## config.mk

```make
export PLATFORM = sky130hd
export DESIGN_NAME = key_event_ctrl
export DESIGN_NICKNAME = d
export VERILOG_FILES = /design/src/rtl/key_event_ctrl.sv
export SDC_FILE = /design/constraint.sdc
export NUM_CORES = 1
export LEC_CHECK = 0
export ABC_AREA = 1
export CAP_MARGIN = 20
export CORE_ASPECT_RATIO = 2
export CORE_MARGIN = 2
export CORE_UTILIZATION = 45
export CTS_BUF_LIST = sky130_fd_sc_hd__clkbuf_4 sky130_fd_sc_hd__clkbuf_8 sky130_fd_sc_hd__clkbuf_16
export CTS_CLUSTER_DIAMETER = 100
export CTS_CLUSTER_SIZE = 8
export DETAILED_ROUTE_END_ITERATION = 8
export GPL_TIMING_DRIVEN = 0
export SLEW_MARGIN = 25
export SYNTH_ARGS = -nofsm -noshare
export SYNTH_HDL_FRONTEND = slang
export SYNTH_SLANG_ARGS = --single-unit
```

## constraint.sdc

```tcl
create_clock -name Clk -period 2.1 [get_ports Clk]
set_input_delay 0.525 -clock Clk [delete_from_list [all_inputs] [get_ports Clk]]
set_output_delay 0.525 -clock Clk [all_outputs]
set_load 0.02 [all_outputs]
```

## src/rtl/key_event_ctrl.sv

```systemverilog
// key_event_ctrl: turns debounced key edges from key_filter into single-cycle
// gesture pulses (short click, double click, long press, auto-repeat).
module key_event_ctrl #(
  parameter int unsigned LONG_CYC = 50_000_000,
  parameter int unsigned DBL_CYC  = 15_000_000,
  parameter int unsigned RPT_CYC  = 5_000_000,
  parameter int unsigned CNT_W    = 26
) (
  input  logic Clk,
  input  logic Rst_n,
  input  logic key_flag,
  input  logic key_state,
  output logic short_pulse,
  output logic double_pulse,
  output logic long_pulse,
  output logic repeat_pulse,
  output logic busy
);

  typedef enum logic [2:0] {
    IDLE,
    PRESS1,
    WAIT2,
    PRESS2,
    LONG_HOLD,
    WAIT_REL
  } state_t;

  // Last timer value of each timed interval; the timeout fires on that cycle.
  localparam logic [CNT_W-1:0] LONG_LAST = CNT_W'(LONG_CYC - 1);
  localparam logic [CNT_W-1:0] DBL_LAST  = CNT_W'(DBL_CYC - 1);
  localparam logic [CNT_W-1:0] RPT_LAST  = CNT_W'(RPT_CYC - 1);

  state_t           state_q, state_d;
  logic [CNT_W-1:0] timer_q, timer_d;
  logic             short_q, short_d;
  logic             double_q, double_d;
  logic             long_q, long_d;
  logic             repeat_q, repeat_d;
  logic             busy_q, busy_d;

  logic press_ev;
  logic rel_ev;

  assign press_ev = key_flag & ~key_state;
  assign rel_ev   = key_flag & key_state;

  // Next-state, timer and pulse decode; events take priority over timeouts.
  always_comb begin
    state_d  = state_q;
    timer_d  = timer_q + 1'b1;
    short_d  = 1'b0;
    double_d = 1'b0;
    long_d   = 1'b0;
    repeat_d = 1'b0;

    case (state_q)
      IDLE: begin
        timer_d = '0;
        if (press_ev) state_d = PRESS1;
      end
      PRESS1: begin
        if (rel_ev) begin
          state_d = WAIT2;
        end else if (timer_q == LONG_LAST) begin
          state_d = LONG_HOLD;
          long_d  = 1'b1;
        end
      end
      WAIT2: begin
        if (press_ev) begin
          state_d = PRESS2;
        end else if (timer_q == DBL_LAST) begin
          state_d = IDLE;
          short_d = 1'b1;
        end
      end
      PRESS2: begin
        if (rel_ev) begin
          state_d  = IDLE;
          double_d = 1'b1;
        end else if (timer_q == LONG_LAST) begin
          state_d  = WAIT_REL;
          double_d = 1'b1;
        end
      end
      LONG_HOLD: begin
        if (rel_ev) begin
          state_d = IDLE;
        end else if (timer_q == RPT_LAST) begin
          repeat_d = 1'b1;
          timer_d  = '0;
        end
      end
      WAIT_REL: begin
        timer_d = '0;
        if (rel_ev) state_d = IDLE;
      end
      default: begin
        state_d = IDLE;
        timer_d = '0;
      end
    endcase

    // Every state change restarts the interval timer.
    if (state_d != state_q) timer_d = '0;

    busy_d = (state_d != IDLE);
  end

  // State, timer and registered outputs.
  always_ff @(posedge Clk or negedge Rst_n) begin
    if (!Rst_n) begin
      state_q  <= IDLE;
      timer_q  <= '0;
      short_q  <= 1'b0;
      double_q <= 1'b0;
      long_q   <= 1'b0;
      repeat_q <= 1'b0;
      busy_q   <= 1'b0;
    end else begin
      state_q  <= state_d;
      timer_q  <= timer_d;
      short_q  <= short_d;
      double_q <= double_d;
      long_q   <= long_d;
      repeat_q <= repeat_d;
      busy_q   <= busy_d;
    end
  end

  assign short_pulse  = short_q;
  assign double_pulse = double_q;
  assign long_pulse   = long_q;
  assign repeat_pulse = repeat_q;
  assign busy         = busy_q;

endmodule

```

==> results.md, run 1 <==
* Least-Margin Pin Slew at just under 500 ps
* Critical path endpoint category: register
* Max_cap viols at 0
* Later-pin clock latency in the skew report at ~280 ps
* Clock Tree Root: clkbuf_16
* CP arrival at between 2000 and 2500 ps
* Share of cells above drive strength 1 at 0.200
* 1st-iter DRT viols at 140
* Ant diodes at 0
* Initial antenna violation count at 0
* Critical path fanouts, max at 10
* Final instance area at around 3000 um^2
* Global-route usage over all layers at 0.267
* Status: finished, final reports clean
* Top Layer Used: met4
* Startpoint types: register
* Final hold vios at 0
* CP Class: reg -> reg
* GP Congestion at ~0.96
* Synth warn at 0
* Net count, final at just over 400
* Slew headroom at 0.672
* Synthesized flop and latch total at 34
* Hold crit path type: in -> async
* Net Count, Synth at approximately 390
* Fin cells at 470
* Drt total wl at 7.77 mm
* Syn Inst Count at 382
* Number of global-route vias before repair at ~2800
* Max IR drop VDD at around 0.0007 V
* Synth Cell Area at roughly 2600 um^2
* H-tree Lvls at 2
* DP HPWL at between 5 and 6 mm
* RSZ-0062 raised after global routing: true
* Commonest non-fill, non-tap cell in the layout: nand2_1
* # IOs at 9
* Mean Syn Cell Area at ~6.7 um^2
* Period Utilization, post-route at 0.953
* Fmax at approximately 0.5 GHz
* Vias per inst at approximately 5.6
* Num Clock Sinks at 34
* Setup tns final at 0 ps
* Largest net degree at the start of global routing at 19
* GRT Residual Overflow at 0
* Post-Route M1 WL at roughly 3.1 mm
* FP Rows at 39
* Area Overhead vs Synth at 18.9%
* Placed inst area at about 2800 um^2
* Initial DRT Pass Iterations at 4
* DRC at 0
* CTS buffer count at 5
* Die area at 6380 um^2
* Pwr per Cell Area at roughly 700 nW/um^2
* Clock Path Buffers at 2
* Via count at 2630
* Die W at approximately 58 um
* Tmin final at approximately 2000 ps
* Clk pin slew, worst setup/hold paths at 50 ps
* Met2 WL at 3.94 mm
* Hold_buf cts at 0
* First-pass GRT wire length at 13.3 mm
* Leak at 0.00128 uW
* Starting Density at 0.459
* Met3 Wirelength at ~280 um
* Worst Path Required at approximately 2300 ps
* Fin. max-slew vios at 0
* Drt wl/cell at 16.5 um
* Die Ht at between 100 and 150 um
* Final setup skew at around 5.3 ps
* Antenna-violating nets left at 0
* Input/output buffers at 8
* Setup violations, final at 0
* TritonCTS clock tree: built
* Power, Total at approximately 2200 uW
* Core area at about 5600 um^2
* Post-synthesis sequential area ratio at 0.330
* Most frequent cells in the layout: nand2_1, nor2_1, inv_1
* Placed cells at 452
* Netlist cell types at 31
==> per-layer routing <==
metal,track usage,up-vias
met1,0.324,1227
met4,0.167,0
met2,0.430,74
met5,0,-
li1,-,1299
met3,0.0362,30
==> final timing paths <==
path                                 startpoint                     to  slack (ps)  cells past startpoint
setup / recovery           timer_q[0]$_DFF_PN0_  timer_q[24]$_DFF_PN0_         100                     11
hold / removal                            Rst_n  timer_q[18]$_DFF_PN0_         190                      1
setup reg to reg           timer_q[0]$_DFF_PN0_  timer_q[24]$_DFF_PN0_         100                     11
hold reg to reg            state_q[1]$_DFF_PN0_   long_pulse$_DFF_PN0_         500                      1
max in group asynchronous                 Rst_n   timer_q[0]$_DFF_PN0_        1450                      2
min in group Clk           state_q[1]$_DFF_PN0_   long_pulse$_DFF_PN0_         500                      1
==> report_power, final <==
group	leakage (uW)	total [uW]	internal [uW]	switching, uW
registers	0.000469	719	690	28.9
logic	0.000735	679	266	413
clock network	0.0000773	755	483	273
==> cells by family (layout without fill, tap and decap cells) <==
logic type	after synthesis	after routing	synth area share
AOI/OAI and AO/OA	24	24	0.0627
adders and majority gates	1	1	0.00486
buffers and inverters	56	83	0.0937
DFF	34	34	0.330
and+or+nand+nor	267	267	0.509
==> area by class of cell <==
class	instances	area, um^2
buffer	6	86.3
clock buffer	7	146
clock inverter	1	5.00
fill	560	2550
inverter	50	188
multi-input combinational	292	1510
sequential	34	852
tap	61	76.3
timing repair buffer	19	200
==> stage by stage <==
step / setup WS (ps) / hold WS (ps) / util
floorplan: 339 / 229 / -
global placement: -248 / 501 / 0.487
detailed placement: -289 / 488 / 0.491
CTS: 0.232 / 207 / 0.526
global route: -44.1 / 229 / 0.546
finish: 99.7 / 188 / 0.546
==> timing repair <==
action,CTS,global route
gates resized for setup,4,14
setup buffers,3,6
pin swaps,3,3
cloned,0,1
endpoints found under the setup margin,23,27
==> registers in the layout, summed over array words and instances (netlist names) <==
name / count
busy: 1
double_pulse: 1
long_pulse: 1
repeat_pulse: 1
short_pulse: 1
state_q: 3
timer_q: 26
==> synth_stat cells <==
cell type  count  area share
o21bai_1       2      0.0058
buf_2          1      0.0019
a21oi_4        1      0.0063
buf_4          2      0.0058
o211ai_1       6       0.017
ha_1           1      0.0049
nand2_2        5       0.012
or2_2          2      0.0049
nor2_1        70        0.10
a21o_1         1      0.0029
buf_6          3       0.013
nor3b_1        1      0.0029
inv_1         38       0.055
a31oi_1        1      0.0024
inv_2         12       0.017
a21oi_1        1      0.0019
nand3_1       22       0.043
o21ai_1        2      0.0039
nor4_1         1      0.0024
dfrtp_1       34        0.33
nand2_1       98        0.14
a21boi_0       1      0.0029
nor3_1        11       0.021
o21ai_0        8       0.016
nor2_2         5       0.012
nor3_2        20       0.078
nand4_1       26       0.063
o221ai_1       1      0.0034
nand3_2        1      0.0039
nand3b_1       1      0.0029
nor2_4         4       0.017
==> worst max-delay path, cell delays in order, from the launching register on <==
cell	delay, ps
dfrtp_2	390
ha_2	190
nand2_2	80
nor2_4	200
inv_2	120
nor2_1	130
nand2_1	110
nand2_1	90
nand4_1	130
nand3_4	210
buf_12	170
nor3_2	40
(Power assumes the default switching activity.)
==> run 2, diff against run 1 <==
- SKIP_LAST_GASP: default -> 1
- clock period: 2.1 -> 2 ns (I/O delays scaled with it)
==> run 2 against run 1 <==
  * Clock power rose by 5.2%
  * Fmax rose by 4.1%
  * Core utilization rose by 1.2 points
  * Largest power group unchanged
  * Critical endpoint is now timer_q[13]$_DFF_PN0_
  * Largest cell class unchanged
  * Hold slack got worse by 27 ps
  * Cell area rose by 2.2%
  * Register-to-register slack got worse by 20 ps
==> results.md, run 2 (synthesis gave the netlist of run 1 again) <==
* Status: finished, final reports clean
* Max_cap viols at 0
* Multi-input logic area at roughly 1500 um^2
* GRT met2 Usage at 0.438
* Num Clock Sinks at 34
* GR Layer Usage met3 at 0.0350
* Fin. max-slew vios at 0
* Clock Tree Root: clkbuf_16
* Fmax at roughly 0.52 GHz
* Period Utilization, post-route at 0.961
* CP max-delay cell: dfrtp_2
* Hold crit path type: in -> async
* Final hold vios at 0
* Net count, final at 419
* Critical path fanouts, max at 10
* Register share of total power at 0.330
* Area Overhead vs Synth at 21.5%
* Crit path top cell by count: nand2_1
* H-tree Lvls at 2
* Pwr per Cell Area at a little over 700 nW/um^2
* Reg-to-Reg End: timer_q[13]$_DFF_PN0_
* GRT Residual Overflow at 0
* Least-Margin Pin Slew at 495 ps
* Clock Path Buffers at 2
* Pint at between 1500 and 2000 uW
* Setup violations, final at 0
* Critical path destination: timer_q[13]$_DFF_PN0_
* Critical path endpoint category: register
* Slew headroom at 0.667
* # IOs at 9
* Leak at approximately 0.0013 uW
* Worst path top cell family by delay: simple AND/OR/NAND/NOR gates
* CP arrival at between 2000 and 2500 ps
* Initial antenna violation count at 0
* Clk pin slew, worst setup/hold paths at ~60 ps
* DRC at 0
* Reg2reg start: timer_q[0]$_DFF_PN0_
* Final setup skew at 6.39 ps
* Most frequent cells in the layout: nand2_1, nor2_1, inv_1
* R2R cell count at 11
* Startpoint types: register
* Tmin final at just under 2000 ps
* 1st-iter DRT viols at approximately 140
* Antenna-violating nets left at 0
* # fillers at 554
* Via count at 2692
* Die W at approximately 58 um
* Busiest grt layer: met2
* Input/output buffers at 8
* Post-layout util at 0.558
* GP Congestion at slightly below 1
* Global-route usage over all layers at 0.272
* Die Ht at ~110 um
* Sw frac at 0.328
* Biggest regs: timer_q: 26 flops, state_q: 3 flops
* TritonCTS clock tree: built
* CTS buffer count at 5
* Core area at between 5000 and 6000 um^2
* Drt wl/cell at 16.6 um
* DP HPWL at approximately 5.9 mm
* First-pass GRT wire length at around 14 mm
* Starting Density at 0.459
* Logic pwr share at 0.321
* R2R setup slack at a little under 80 ps
* Critical Path Stages at 11
* RSZ-0062 raised after global routing: true
* Later-pin clock latency in the skew report at 290 ps
* Max IR drop VDD at roughly 0.00077 V
* Register area at roughly 850 um^2
* Max FFs per register at 26
* Worst Setup SP: timer_q[0]$_DFF_PN0_
* Largest Register: timer_q
* Initial DRT Pass Iterations at 4
* Largest net degree at the start of global routing at 19
* Number of global-route vias before repair at 2773
* Sw power at about 750 uW
* Clock power share at 0.349
* CP Class: reg -> reg
* Commonest non-fill, non-tap cell in the layout: nand2_1
* Power, Total at between 2000 and 2500 uW
* Drt total wl at 7.92 mm
* Worst Path Required at about 2200 ps
* Met1 Usage GRT at 0.335
* Ant diodes at 0
* Crit-path cells: ha_2, nand2_2, nor2_4, inv_2, nor2_1, nand2_1, nand2_1, nand4_1, nand3_4, buf_8, nor3_2
* Hold_buf cts at 0
* CP bufs+invs at 2
* Die area at between 6000 and 7000 um^2
* Largest stage delay, worst path at around 360 ps
* FP Rows at 39
* Fin Hold WS at between 150 and 200 ps
* Share of cells above drive strength 1 at 0.222
* Vias per inst at roughly 5.7
-- run 2: cell types whose count changed in the layout (fill, tap and decap cells not counted), sizes merged --
| cell | before | now |
|---|---|---|
| buf | 17 | 23 |
| clkbuf | 8 | 7 |
| bufbuf | 0 | 1 |
-- run 2: worst reg2reg max path, cell delays in order, from the launching register on --
cell	delay, ps
dfrtp_2	360
ha_2	190
nand2_2	80
nor2_4	170
inv_2	110
nor2_1	120
nand2_1	110
nand2_1	90
nand4_1	130
nand3_4	210
buf_8	180
nor3_2	40
-- run 2: layout make-up --
cell class,count,area share
Buffer,6,0.0276
Clock buffer,7,0.0468
Clock inverter,1,0.00160
Inverter,50,0.0600
Sequential cell,34,0.273
Timing Repair Buffer,25,0.0832
Tap cell,61,0.0244
Multi-Input combinational cell,292,0.484
-- run 2: timing repair --
| item | in CTS | in global routing |
|---|---|---|
| pin swaps | 3 | 5 |
| cloned | 1 | 0 |
| setup endpoints to repair | 23 | 26 |
| gates resized for setup | 9 | 15 |
| setup buffers | 8 | 7 |
-- run 2: worst min path at each step --
| stage | start | to | depth (start not counted) |
|---|---|---|---|
| 6_report | Rst_n | timer_q[16]$_DFF_PN0_ | 1 |
| 5_1_grt | Rst_n | timer_q[18]$_DFF_PN0_ | 1 |
| 4_1_cts | Rst_n | timer_q[18]$_DFF_PN0_ | 1 |
| 3_5_place_dp | Rst_n | timer_q[18]$_DFF_PN0_ | 1 |
| 3_3_place_gp | state_q[1]$_DFF_PN0_ | long_pulse$_DFF_PN0_ | 1 |
| 2_1_floorplan | Rst_n | busy$_DFF_PN0_ | 0 |
-- run 2: power groups by stage --
stage / Clock (uW) / Sequential [uW] / Combinational [uW]
finish: 794 / 750 / 730
global route: 824 / 754 / 802
CTS: 803 / 748 / 635
detailed placement: 0 / 770 / 536
global placement: 0 / 772 / 524
floorplan: 0 / 777 / 362
-- run 2: per-stage QoR --
stage / instances / instance area [um^2] / setup TNS [ps] / setup slack, ps
floorplan: 382 / 2580 / 0 / 239
global placement: 451 / 2730 / -17160 / -323
detailed placement: 452 / 2760 / -8060 / -364
CTS: 469 / 3030 / 0 / 11.4
global route: 476 / 3130 / -528 / -38.7
finish: 476 / 3130 / 0 / 77.7
-- run 2: layer usage --
metal	wire length (um)	part of all wire
met3	276	0.035
met1	3220	0.41
met5	0	0
met4	380	0.048
met2	4040	0.51
